### src/rtl/segre_pkg.sv
// Shared Segre types: ALU/branch opcodes, BHT counter type
// and the branch resolution bundle.
package segre_pkg;

    localparam int WORD_SIZE           = 32;
    localparam int BHT_ENTRIES_DEFAULT = 64;

    typedef enum logic [4:0] {
        ALU_ADD,
        ALU_SUB,
        ALU_AND,
        ALU_OR,
        ALU_XOR,
        ALU_SLL,
        ALU_SRL,
        ALU_SRA,
        ALU_SLT,
        ALU_SLTU,
        ALU_BEQ,
        ALU_BNE,
        ALU_BLT,
        ALU_BGE,
        ALU_BLTU,
        ALU_BGEU,
        ALU_JAL,
        ALU_JALR
    } alu_opcode_e;

    typedef logic [1:0] bht_ctr_t;

    typedef struct packed {
        logic                 taken;
        logic [WORD_SIZE-1:0] next_pc;
        logic                 mispred;
    } br_result_t;

endpackage

### src/rtl/segre_bht.sv
// Bimodal branch-history table: 2-bit saturating counters,
// one training write port and one combinational read port.
module segre_bht
    import segre_pkg::*;
#(
    parameter int ENTRIES = BHT_ENTRIES_DEFAULT,
    parameter int IDX_W   = $clog2(ENTRIES)
) (
    input  logic             clk_i,
    input  logic             rsn_i,
    input  logic             upd_en_i,
    input  logic [IDX_W-1:0] upd_idx_i,
    input  logic             upd_taken_i,
    input  logic [IDX_W-1:0] rd_idx_i,
    output logic             rd_taken_o
);

    bht_ctr_t ctr_q [ENTRIES];
    bht_ctr_t cur;
    bht_ctr_t ctr_d;

    assign cur = ctr_q[upd_idx_i];

    always_comb begin
        ctr_d = cur;
        if (upd_taken_i) begin
            if (cur != 2'b11) ctr_d = cur + 2'b01;
        end else begin
            if (cur != 2'b00) ctr_d = cur - 2'b01;
        end
    end

    // Counters come out of reset weakly not-taken.
    always_ff @(posedge clk_i or negedge rsn_i) begin
        if (!rsn_i) begin
            for (int i = 0; i < ENTRIES; i++) ctr_q[i] <= 2'b01;
        end else if (upd_en_i) begin
            ctr_q[upd_idx_i] <= ctr_d;
        end
    end

    assign rd_taken_o = ctr_q[rd_idx_i][1];

endmodule

### src/rtl/segre_br_unit.sv
// Segre branch resolution: condition/target evaluation, mispredict
// redirect handshake, BHT training and performance counters.
module segre_br_unit
    import segre_pkg::*;
#(
    parameter int WIDTH       = WORD_SIZE,
    parameter int BHT_ENTRIES = BHT_ENTRIES_DEFAULT,
    parameter int IDX_LSB     = 2
) (
    input  logic             clk_i,
    input  logic             rsn_i,
    input  logic             valid_i,
    output logic             ready_o,
    input  alu_opcode_e      alu_opcode_i,
    input  logic [WIDTH-1:0] pc_i,
    input  logic [WIDTH-1:0] br_src_a_i,
    input  logic [WIDTH-1:0] br_src_b_i,
    input  logic [WIDTH-1:0] imm_i,
    input  logic             pred_taken_i,
    input  logic [WIDTH-1:0] pred_target_i,
    input  logic             flush_i,
    output logic             res_valid_o,
    output logic             tkbr_o,
    output logic [WIDTH-1:0] next_pc_o,
    output logic             redirect_valid_o,
    output logic [WIDTH-1:0] redirect_pc_o,
    input  logic             redirect_ready_i,
    input  logic [WIDTH-1:0] lookup_pc_i,
    output logic             lookup_taken_o,
    output logic [31:0]      br_count_o,
    output logic [31:0]      mispred_count_o
);

    localparam int IDX_W = $clog2(BHT_ENTRIES);

    logic             accept;
    logic             taken;
    logic             is_br;
    logic             is_cond;
    logic [WIDTH-1:0] jalr_sum;
    logic [WIDTH-1:0] target;
    br_result_t       res;

    logic             res_valid_q, res_valid_d;
    logic             tkbr_q, tkbr_d;
    logic [WIDTH-1:0] next_pc_q, next_pc_d;
    logic             rdir_q, rdir_d;
    logic [WIDTH-1:0] rdir_pc_q, rdir_pc_d;
    logic [31:0]      br_cnt_q, br_cnt_d;
    logic [31:0]      mis_cnt_q, mis_cnt_d;

    assign ready_o = !rdir_q;
    assign accept  = valid_i && ready_o && !flush_i;

    always_comb begin
        taken   = 1'b0;
        is_br   = 1'b1;
        is_cond = 1'b1;
        unique case (alu_opcode_i)
            ALU_BEQ:  taken = br_src_a_i == br_src_b_i;
            ALU_BNE:  taken = br_src_a_i != br_src_b_i;
            ALU_BLT:  taken = $signed(br_src_a_i) < $signed(br_src_b_i);
            ALU_BGE:  taken = $signed(br_src_a_i) >= $signed(br_src_b_i);
            ALU_BLTU: taken = br_src_a_i < br_src_b_i;
            ALU_BGEU: taken = br_src_a_i >= br_src_b_i;
            ALU_JAL, ALU_JALR: begin
                taken   = 1'b1;
                is_cond = 1'b0;
            end
            default: begin
                is_br   = 1'b0;
                is_cond = 1'b0;
            end
        endcase
    end

    assign jalr_sum = br_src_a_i + imm_i;
    assign target   = (alu_opcode_i == ALU_JALR)
                    ? {jalr_sum[WIDTH-1:1], 1'b0}
                    : pc_i + imm_i;

    // Non-branch opcodes fall through sequentially and never redirect.
    always_comb begin
        res.taken   = taken;
        res.next_pc = taken ? target : pc_i + WIDTH'(4);
        res.mispred = is_br && ((pred_taken_i != taken) ||
                      (taken && pred_target_i != target));
    end

    always_comb begin
        res_valid_d = accept;
        tkbr_d      = tkbr_q;
        next_pc_d   = next_pc_q;
        rdir_d      = rdir_q;
        rdir_pc_d   = rdir_pc_q;
        br_cnt_d    = br_cnt_q;
        mis_cnt_d   = mis_cnt_q;
        if (accept) begin
            tkbr_d    = res.taken;
            next_pc_d = res.next_pc;
            if (is_br) br_cnt_d = br_cnt_q + 32'd1;
            if (res.mispred) begin
                mis_cnt_d = mis_cnt_q + 32'd1;
                rdir_d    = 1'b1;
                rdir_pc_d = res.next_pc;
            end
        end
        if (rdir_q && redirect_ready_i) rdir_d = 1'b0;
        if (flush_i) rdir_d = 1'b0;
    end

    always_ff @(posedge clk_i or negedge rsn_i) begin
        if (!rsn_i) begin
            res_valid_q <= 1'b0;
            tkbr_q      <= 1'b0;
            next_pc_q   <= '0;
            rdir_q      <= 1'b0;
            rdir_pc_q   <= '0;
            br_cnt_q    <= '0;
            mis_cnt_q   <= '0;
        end else begin
            res_valid_q <= res_valid_d;
            tkbr_q      <= tkbr_d;
            next_pc_q   <= next_pc_d;
            rdir_q      <= rdir_d;
            rdir_pc_q   <= rdir_pc_d;
            br_cnt_q    <= br_cnt_d;
            mis_cnt_q   <= mis_cnt_d;
        end
    end

    segre_bht #(
        .ENTRIES (BHT_ENTRIES)
    ) u_bht (
        .clk_i       (clk_i),
        .rsn_i       (rsn_i),
        .upd_en_i    (accept && is_cond),
        .upd_idx_i   (pc_i[IDX_LSB +: IDX_W]),
        .upd_taken_i (taken),
        .rd_idx_i    (lookup_pc_i[IDX_LSB +: IDX_W]),
        .rd_taken_o  (lookup_taken_o)
    );

    assign res_valid_o      = res_valid_q;
    assign tkbr_o           = tkbr_q;
    assign next_pc_o        = next_pc_q;
    assign redirect_valid_o = rdir_q;
    assign redirect_pc_o    = rdir_pc_q;
    assign br_count_o       = br_cnt_q;
    assign mispred_count_o  = mis_cnt_q;

endmodule

### config.mk
export PLATFORM = sky130hd
export DESIGN_NAME = segre_br_unit
export DESIGN_NICKNAME = d
export VERILOG_FILES = /design/src/rtl/segre_pkg.sv /design/src/rtl/segre_bht.sv /design/src/rtl/segre_br_unit.sv
export SDC_FILE = /design/constraint.sdc
export NUM_CORES = 1
export LEC_CHECK = 0
export ABC_AREA = 0
export BUFFER_PORTS_ARGS = -buffer_cell sky130_fd_sc_hd__buf_2
export CAP_MARGIN = 10
export CORE_MARGIN = 8
export CORE_UTILIZATION = 35
export DETAILED_ROUTE_END_ITERATION = 6
export REMOVE_ABC_BUFFERS = 1
export SETUP_SLACK_MARGIN = 0.02
export SLEW_MARGIN = 10
export SYNTH_ARGS = -nofsm -noshare
export SYNTH_HDL_FRONTEND = slang
export SYNTH_HIERARCHICAL = 1
export SYNTH_SLANG_ARGS = --single-unit
### constraint.sdc
create_clock -name clk_i -period 13.68 [get_ports clk_i]
set_input_delay 4.104 -clock clk_i [delete_from_list [all_inputs] [get_ports clk_i]]
set_output_delay 4.104 -clock clk_i [all_outputs]
set_load 0.02 [all_outputs]
## Word-level counts from Yosys, hierarchy flattened

Index checks and enable logic that the tools add are counted.

- Flip-flop bits (word level): 259
- Bits in latches: 0
- Bits in writable memories: 0
- ROM bits: 0
- Input bits: 203
- Output and inout port bits: 133
- Logic and storage cells: 140
- Memories: 0

- Add/sub/neg operators: 7
- Multiply operators: 0
- Div/mod/pow operators: 0
- $lt $le $gt $ge: 7
- Equal/unequal tests: 13
- Shift-type cells: 0
- Mux-type cells: 21
- Bitwise logic cells: 2
- Reductions and logical operators: 19

Operators by type and width:

| kind | count |
|---|---|
| $bwmux 128 | 1 |
| $add 32x1->32 const B | 2 |
| $add 32x32->32 | 2 |
| $ge 32x32->1 | 2 |
| $lt 32x32->1 | 2 |
| $mux 32 | 2 |
| $ne 32x32->1 | 2 |
| $add 32x3->32 const B | 1 |
| $eq 32x32->1 | 1 |
| $eq 5x4->1 const B | 6 |
| $bmux 2 s6 | 2 |
| $mux 2 | 8 |
| $ge 7x7->1 const B | 2 |
| $not 6->7 | 2 |
| $demux 2 s6 | 1 |
| $eq 5x5->1 const B | 2 |
| $reduce_or 8->1 | 1 |
| $logic_and 1x1->1 | 7 |
| $lt 7x1->1 const B | 1 |
| $pmux 1 s7 | 1 |
| $mux 1 | 6 |
| $reduce_and 2->1 | 3 |
| $reduce_bool 3->1 | 2 |
| $reduce_or 6->1 | 1 |
| 8 further kinds | 9 |

## Longest topological paths before layout

Gate-level depths: netlist of the first run.

- Word-level depth: 10
- Depth in mapped cells: 17
- Depth with buffers taken out: 14

## Cells and area by module

The synthesis of the first run kept the hierarchy.

By module, submodules not included:

| module | times used | cells an instance | area an instance (sq um) | sequential area each (sq um) |
|---|---|---|---|---|
| segre_br_unit | 1 | 1,502 | 12,196.7 | 3,278.1 |
| segre_bht | 1 | 657 | 6,966.7 | 3,283.1 |

## Worst setup path before layout of the first run

No wires, ideal clock.

- Path kind: input-to-output
- Start: input port lookup_pc_i[2]
- End: output port lookup_taken_o
- Arrival time: 6.148 ns
- Path slack: 3.428 ns
- Cell stages on the path: 5
- Buffers on the path: 2
- Path through: buf_2 > buf_2 > mux4_2 > mux4_2 > mux4_2

- Cells in the longest elaborated chain, start to end: 4

Ends and longest elaborated chain:

| element | line | RTL |
|---|---|---|
| start, declared | segre_br_unit.sv:28 | `input logic [WIDTH-1:0] lookup_pc_i,` |
| $not 6->7 (not written as such) | segre_bht.sv:42 | `assign rd_taken_o = ctr_q[rd_idx_i][1];` |
| $bmux 2 s6 | segre_bht.sv:42 |  |
| $mux 2 (not written as such) (2 in a row) | segre_bht.sv:42 |  |
| end, declared | segre_br_unit.sv:29 | `output logic lookup_taken_o,` |

Every way passes these cells. The select of a mux whose other input is x is not followed.

## Final worst setup path of the first run

Ends and elaborated chain as after synthesis.

==> run_results.csv, run 1 <==
group,metric,value,unit
logic_synthesis,synthArstFlopShare,1.000,
sta,fin_skew,0.03280,ns
setup_path,cp_common_cell,"mux4_2",
sta,slew_viol_final,0,
placement,place_area,0.02115,mm²
clock_network,clock-root-buffer,"clkbuf_16",
min_path,holdPathStages,2,
sta,timing.fmax,94.67,MHz
setup_path,cpMaxStageDelayCell,"mux4_2",
drt,drt-met1-wl,30050,µm
setup_path,path_cells,"buf_2 > mux4_2 > mux4_2 > mux4_2 > buf_2",
setup_path,path_max_fanout,16,
drt,drcViolationCount,0,
finish,drive_above_1_share,0.2469,
clock_network,cts.reportedPaths.clkPinSlew,0.06,ns
placement,dp_hpwl,52520,µm
logic_synthesis,synth_top_area_share,0.2546,
sta,period_share,0.7721,
logic_synthesis,synth_area_leaders,"dfrtp_1 25%, dfstp_2 8.8%, nand2_1 7.1%, ha_1 6.3%, xor2_1 3.9%",
drt,drtPass1Iterations,6,
power_and_ir_drop,leakagePower,9.883,nW
logic_synthesis,synthFlopType,"dfrtp_1",
setup_path,worstReg2RegStart,"u_bht/ctr_q[1]",
floorplan,num_rows,85,
placement,place.gp.congestion,0.9127,
grt,grt_max_degree,118,
grt,track_usage,0.2099,
sta,rsz0062_at_grt,"no",
clock_network,cts_setup_buffers,0,
finish,fin_area,0.02231,mm²
clock_network,htree_levels,1,
logic_synthesis,synth-edff-count,0,
finish,n_fill_cell,5393,
power_and_ir_drop,p_seq_frac,0.355,
sta,setup_viol,0,
setup_path,arrival,6.46,ns
power_and_ir_drop,switching_share,0.3368,
power_and_ir_drop,peakVddDrop,0.09896,mV
drt,via_per_inst,5.665,
status,status,"finished, final reports clean",
clock_network,worstSkewPairLatency,0.59,ns
floorplan,ioPinCount,336,
clock_network,cts_made_buffers,31,
setup_path,worstSetupPathDepth,5,
drt,maxUsedRoutingLayer,"met5",
floorplan,dieArea,0.06250,mm²
drt,vias,17750,
grt,antenna_found_initial,18,
min_path,min_to,"u_bht/ctr_q[10]",
floorplan,core_area,0.05403,mm²
clock_network,hold_buffers,0,
setup_path,cp_top_family,"multiplexers",
sta,period_needed,10.56,ns
power_and_ir_drop,internal-power,1.651,mW
clock_network,cts.path.max_buffers,3,
power_and_ir_drop,comb_power_share,0.275,
run,max-cap-violations,0,
setup_path,critical_path_required,9.58,ns
setup_path,cp-end-kind,"output pin",
setup_path,path_buf_inv,2,
clock_network,cts_tree,"yes",
logic_synthesis,syn-cell-area,0.01916,mm²
setup_path,r2r_end,"u_bht/ctr_q[64]",
finish,area_growth,16.43,%
finish,seqCellArea,0.006561,mm²
finish,multi_input_area,0.01184,mm²
min_path,hp-start,"u_bht/ctr_q[10]",
drt,detail_route.iter0.violations,1399,
drt,drtAntennaViolNets,0,
drt,postRouteWirelength,68480,µm
sta,relSlewSlack,0.1982,
drt,wl_met2,31040,µm
min_path,hold_path_class,"flop to flop",
sta,hold_violations,0,
sta,tns,0,ns
logic_synthesis,synth_top_cell_by_area,"dfrtp_1",
drt,wl_per_cell,21.86,µm
grt,grt_pass1_vias,17600,
floorplan,start_util,0.3547,
power_and_ir_drop,pwr-share-clk,0.370,
grt,gr-total-overflow,0,
logic_synthesis,yosysSeqAreaShare,0.3424,
clock_network,cts_resized,0,
power_and_ir_drop,p_per_area,111.6,mW/mm²
drt,wl_met3,5689,µm
setup_path,cp-start-kind,"input pin",
setup_path,r2r_cells,8,
power_and_ir_drop,power.total,2.490,mW
power_and_ir_drop,switching_power,0.8384,mW
finish,final_nets,2706,
setup_path,max_stage_delay,0.61,ns
finish,fin_util,0.4130,
logic_synthesis,ys_ff_latch,259,
logic_synthesis,syn_avg_cell_area,8.876,µm²
logic_synthesis,synth_cell_types,93,
clock_network,cts_sinks,259,
floorplan,die_w,250.0,µm
placement,port-buffer-count,309,
sta,tightest_slew,1.203,ns
logic_synthesis,synth_cells,2159,
logic_synthesis,yosysWarningCount,6,
grt,grt_pass1_wl,104800,µm
setup_path,reg2reg_setup_slack,10.02,ns
floorplan,die-height,250.0,µm
setup_path,criticalPathCategory,"input pin to output pin",
[state kept, by name (all words and copies together), names as in the netlist]
register / flops
br_count_o: 32
mispred_count_o: 32
next_pc_o: 32
redirect_pc_o: 32
redirect_valid_o: 1
res_valid_o: 1
tkbr_o: 1
u_bht/ctr_q: 128
[kinds of logic (layout without fill, tap and decap cells)]
| family | count (synthesis) | in the layout | synth area share |
|---|---|---|---|
| flops | 259 | 259 | 0.3424 |
| xor+xnor | 170 | 170 | 0.07913 |
| simple gates | 788 | 788 | 0.1961 |
| compound gates | 568 | 568 | 0.1956 |
| other cells | 0 | 7 | 0 |
| buf+inv | 166 | 437 | 0.04113 |
| mux | 110 | 110 | 0.08090 |
| fa+ha+maj | 98 | 98 | 0.06477 |
[cell usage after synthesis, types with 32 or more instances]
cell type / number
a21oi_1: 90
nand2_1: 362
nor3_1: 52
clkbuf_1: 62
nor2_1: 104
o21ai_0: 148
xnor2_1: 82
xor2_1: 86
dfrtp_1: 195
mux2i_1: 45
dfstp_2: 64
nand4_1: 56
ha_1: 96
inv_1: 54
o21ai_2: 66
mux2_2: 32
nand3_1: 61
o21ai_1: 57
[stage by stage]
step | cells | hold slack, ns | setup slack (ns)
after detailed placement | 3068 | 0.4549 | 3.132
after CTS | 3126 | 0.4658 | 3.119
after global placement | 3068 | 0.4472 | 3.171
after global routing | 3129 | 0.4783 | 3.034
final | 3133 | 0.4639 | 3.117
after floorplan | 2048 | 0.4409 | 2.986
[layout by cell type (no fill, tap or decap), drive strengths merged, types with 9 or more instances in the layout]
cell type,Yosys,routed
a21o,24,24
inv,54,56
o21a,17,17
mux4,32,32
a211o,9,9
dfrtp,195,195
nand2b,15,15
and4,9,9
or3,12,12
nor3,53,53
xnor2,82,82
mux2i,45,45
nor3b,10,10
clkbuf,62,42
nor4,17,17
buf,49,324
a21oi,91,91
a211oi,11,11
and2,18,18
nand3,61,61
nand4,56,56
o21ai,273,273
nor2b,11,11
nor2,104,104
a221oi,12,12
and3,31,31
o31ai,11,11
a31oi,12,12
ha,96,96
nand2,362,362
o211ai,22,22
dfstp,64,64
xor2,86,86
a22oi,12,12
mux2,33,33
[worst max path at each step]
stage	from	end	slack [ns]
after floorplan	br_src_b_i[26]	redirect_pc_o[18]	2.99
after global placement	lookup_pc_i[2]	lookup_taken_o	3.17
after detailed placement	lookup_pc_i[2]	lookup_taken_o	3.13
after CTS	lookup_pc_i[2]	lookup_taken_o	3.12
after global routing	lookup_pc_i[2]	lookup_taken_o	3.03
final	lookup_pc_i[2]	lookup_taken_o	3.12
[power by group through the flow]
stage	combinational [mW]	clock, mW	sequential, mW
6_report	0.685	0.921	0.884
5_1_grt	0.751	0.973	0.892
4_1_cts	0.688	0.947	0.883
3_5_place_dp	0.685	0	0.896
3_3_place_gp	0.676	0	0.893
2_1_floorplan	0.334	0	0.965
[layout make-up]
cell class | count | area share
diodes | 7 | 0.0007851
clock buffers | 42 | 0.03886
clock inverters | 16 | 0.01256
inverters | 55 | 0.009253
multi-input cells | 1734 | 0.5306
flip-flops and latches | 259 | 0.2941
well taps | 696 | 0.03903
repair buffers | 324 | 0.07481
[tightest hold or removal path: cells and delay by family (launching register included)]
kind	cells	cell delay, ns
flip-flops	1	0.37
AO/OA/AOI/OAI	1	0.05
AND/OR/NAND/NOR	1	0.04
[metal layers]
| metal | vias up | GRT usage |
|---|---|---|
| li1 | 8375 | - |
| met1 | 8580 | 0.2847 |
| met2 | 674 | 0.3357 |
| met3 | 106 | 0.04885 |
| met4 | 14 | 0.05105 |
| met5 | - | 0 |
Power figures use the tool's default switching activity.
==> inputs of run 2 (changes only) <==
Settings changed: ABC_AREA 0 to 1.
Clock period 13.68 ns to 9.5 ns, I/O delays scaled along.
==> run 2 against run 1 <==
  * Sequential cell count unchanged
  * Synthesized cell count increased by 63%
  * Clock skew decreased by 0.0086 ns
  * Clock power increased by 39%
  * Power increased by 41%
  * Critical path depth increased by 4
  * Final cell count increased by 48%
  * Critical path type unchanged
  * Largest cell class unchanged
==> run_results.csv, run 2 <==
group,metric,value,unit
power_and_ir_drop,peakVddDrop,0.1294,mV
grt,antenna_found_initial,31,
power_and_ir_drop,power.total,3.511,mW
floorplan,core_area,0.06160,mm²
drt,drtAntennaViolNets,0,
sta,hold_violations,0,
setup_path,arrival,4.92,ns
sta,slew_viol_final,0,
logic_synthesis,synthXorXnorAreaFrac,0.03626,
drt,drtPass1Iterations,6,
finish,final_nets,4070,
grt,grt_pass1_vias,21670,
sta,period_share,0.8175,
clock_network,cts.reportedPaths.clkPinSlew,0.05,ns
sta,tightest_slew,0.9688,ns
logic_synthesis,synth_compound_area_frac,0.05048,
grt,gr-total-overflow,0,
logic_synthesis,synth_cells,3509,
drt,drcViolationCount,0,
finish,final_common_cell,"nand2_1",
floorplan,die_w,265.2,µm
setup_path,path_max_fanout,39,
setup_path,cp-startpoint,"lookup_pc_i[2]",
floorplan,ioPinCount,336,
power_and_ir_drop,switching_share,0.3574,
power_and_ir_drop,pwr-share-clk,0.363,
logic_synthesis,syn_avg_cell_area,6.195,µm²
clock_network,cts_made_buffers,34,
logic_synthesis,synth_top_area_share,0.2623,
finish,area_growth,14.75,%
power_and_ir_drop,switching_power,1.255,mW
sta,fin_skew,0.02425,ns
finish,fin_area,0.02495,mm²
logic_synthesis,yosysSeqAreaShare,0.3018,
setup_path,criticalPathCategory,"input pin to output pin",
floorplan,dieArea,0.07034,mm²
finish,drive_above_1_share,0.1302,
clock_network,cts_resized,0,
clock_network,cts_setup_buffers,0,
finish,largest_reg_flops,128,
logic_synthesis,ys_ff_latch,259,
sta,period_needed,7.766,ns
logic_synthesis,yosysMostFrequentCell,"nand2_1",
sta,setup_ws,1.734,ns
logic_synthesis,synth_top_cell_by_area,"nand2_1",
floorplan,num_rows,91,
setup_path,critical_path_required,6.65,ns
run,max-cap-violations,0,
power_and_ir_drop,internal-power,2.256,mW
clock_network,cts.path.max_buffers,3,
clock_network,htree_levels,2,
placement,pre_cts_ws,1.723,ns
floorplan,start_util,0.3529,
power_and_ir_drop,p_seq_frac,0.360,
logic_synthesis,synthArstFlopShare,1.000,
floorplan,die-height,265.2,µm
drt,wl_per_cell,17.21,µm
logic_synthesis,synth.top_cells.by_count,"1,519 x nand2_1, 451 x inv_1, 272 x nor2_1, 264 x nand3_1, 195 x dfrtp_1",
logic_synthesis,synth-edff-count,0,
drt,vias,22750,
setup_path,cp-start-kind,"input pin",
clock_network,worstSkewPairLatency,0.55,ns
drt,via_per_inst,4.897,
sta,hold_ws,0.4570,ns
power_and_ir_drop,leakagePower,13.80,nW
sta,relSlewSlack,0.3541,
grt,grt_max_degree,135,
logic_synthesis,muxShareOfSynthArea,0.0005180,
clock_network,clock-root-buffer,"clkbuf_16",
clock_network,cts_sinks,259,
logic_synthesis,yosys.area_share.simple,0.4439,
clock_network,hold_buffers,0,
grt,grt_pass1_wl,123400,µm
placement,port-buffer-count,309,
logic_synthesis,syn-cell-area,0.02174,mm²
sta,timing.fmax,128.8,MHz
min_path,hp-start,"br_count_o[31]",
sta,tns,0,ns
finish,n_fill_cell,6695,
clock_network,cts_tree,"yes",
power_and_ir_drop,comb_power_share,0.276,
logic_synthesis,synth-adder-area-share,0.05710,
finish,top_register,"u_bht/ctr_q",
setup_path,worstReg2RegStart,"redirect_valid_o",
placement,place.gp.congestion,0.9563,
placement,place_area,0.02381,mm²
status,status,"finished, final reports clean",
logic_synthesis,synth_cell_types,50,
setup_path,cp-end-kind,"output pin",
logic_synthesis,synth_top_family_by_area,"simple AND/OR/NAND/NOR gates",
sta,rsz0062_at_grt,"no",
min_path,hold_path_class,"flop to flop",
drt,detail_route.iter0.violations,1876,
grt,track_usage,0.2204,
power_and_ir_drop,p_per_area,140.7,mW/mm²
logic_synthesis,synthFlopType,"dfrtp_1",
finish,layout_common_cells,"1,519 x nand2_1, 450 x inv_1, 308 x buf_2",
placement,dp_hpwl,60600,µm
sta,setup_viol,0,
logic_synthesis,synth_area_leaders,"nand2_1 26%, dfrtp_1 22%, inv_1 7.8%, dfstp_2 7.7%, nand3_1 6.1%",
logic_synthesis,yosysWarningCount,6,
drt,postRouteWirelength,79950,µm
[run 2: cell families after synthesis]
group,Yosys count
buffers and inverters,561
and+or+nand+nor,2304
xor gates and xnor gates,90
AOI/OAI and AO/OA,196
DFF,259
adders and majority gates,98
muxes,1
[run 2: worst paths after layout]
path	cells past startpoint	slack [ns]	end
max	9	1.73	lookup_taken_o
min	1	0.46	br_count_o[31]
max reg2reg	14	6.50	br_count_o[29]
min reg2reg	1	0.46	br_count_o[31]
max in group asynchronous	2	5.64	redirect_pc_o[30]
min in group asynchronous	1	2.43	u_bht/ctr_q[25]
[run 2: metrics by stage]
step           instances    util
2_1_floorplan       3409       -
3_3_place_gp        4570  0.3866
3_5_place_dp        4570  0.3866
4_1_cts             4632  0.4044
5_1_grt             4640  0.4047
6_report            4646  0.4050
[run 2: routing by layer]
| metal | track usage | wire length [µm] | up-vias |
|---|---|---|---|
| li1 | - | - | 11580 |
| met1 | 0.2737 | 33600 | 10310 |
| met5 | 0 | 160 | - |
| met3 | 0.05060 | 5829 | 151 |
| met4 | 0.08235 | 2824 | 26 |
| met2 | 0.3708 | 37530 | 682 |
[run 2: final cells by class]
cell class | instances | area, µm² | area share
multi-input combinational | 2689 | 12790 | 0.5129
clock buffer | 52 | 968.4 | 0.03882
antenna | 14 | 35.03 | 0.001404
clock inverter | 10 | 127.6 | 0.005116
inverter | 461 | 1730 | 0.06937
sequential | 259 | 6561 | 0.2630
tap | 837 | 1047 | 0.04198
timing repair buffer | 324 | 1682 | 0.06741
[run 2: worst max-delay path, cell delays in order]
cell,delay (ns)
buf_2,0.54
inv_2,0.41
nor2_1,0.19
o21ai_0,0.11
o211ai_1,0.25
nand3_1,0.18
nand3_1,0.11
nand2_1,0.08
buf_2,0.17
[run 2: power groups by stage]
stage               sequential, mW  clock, mW  combinational [mW]
global placement              1.28          0               0.967
floorplan                     1.37          0               0.487
finish                        1.26       1.28               0.971
global route                  1.27       1.35                1.09
CTS                           1.26       1.31               0.978
detailed placement            1.28          0               0.974
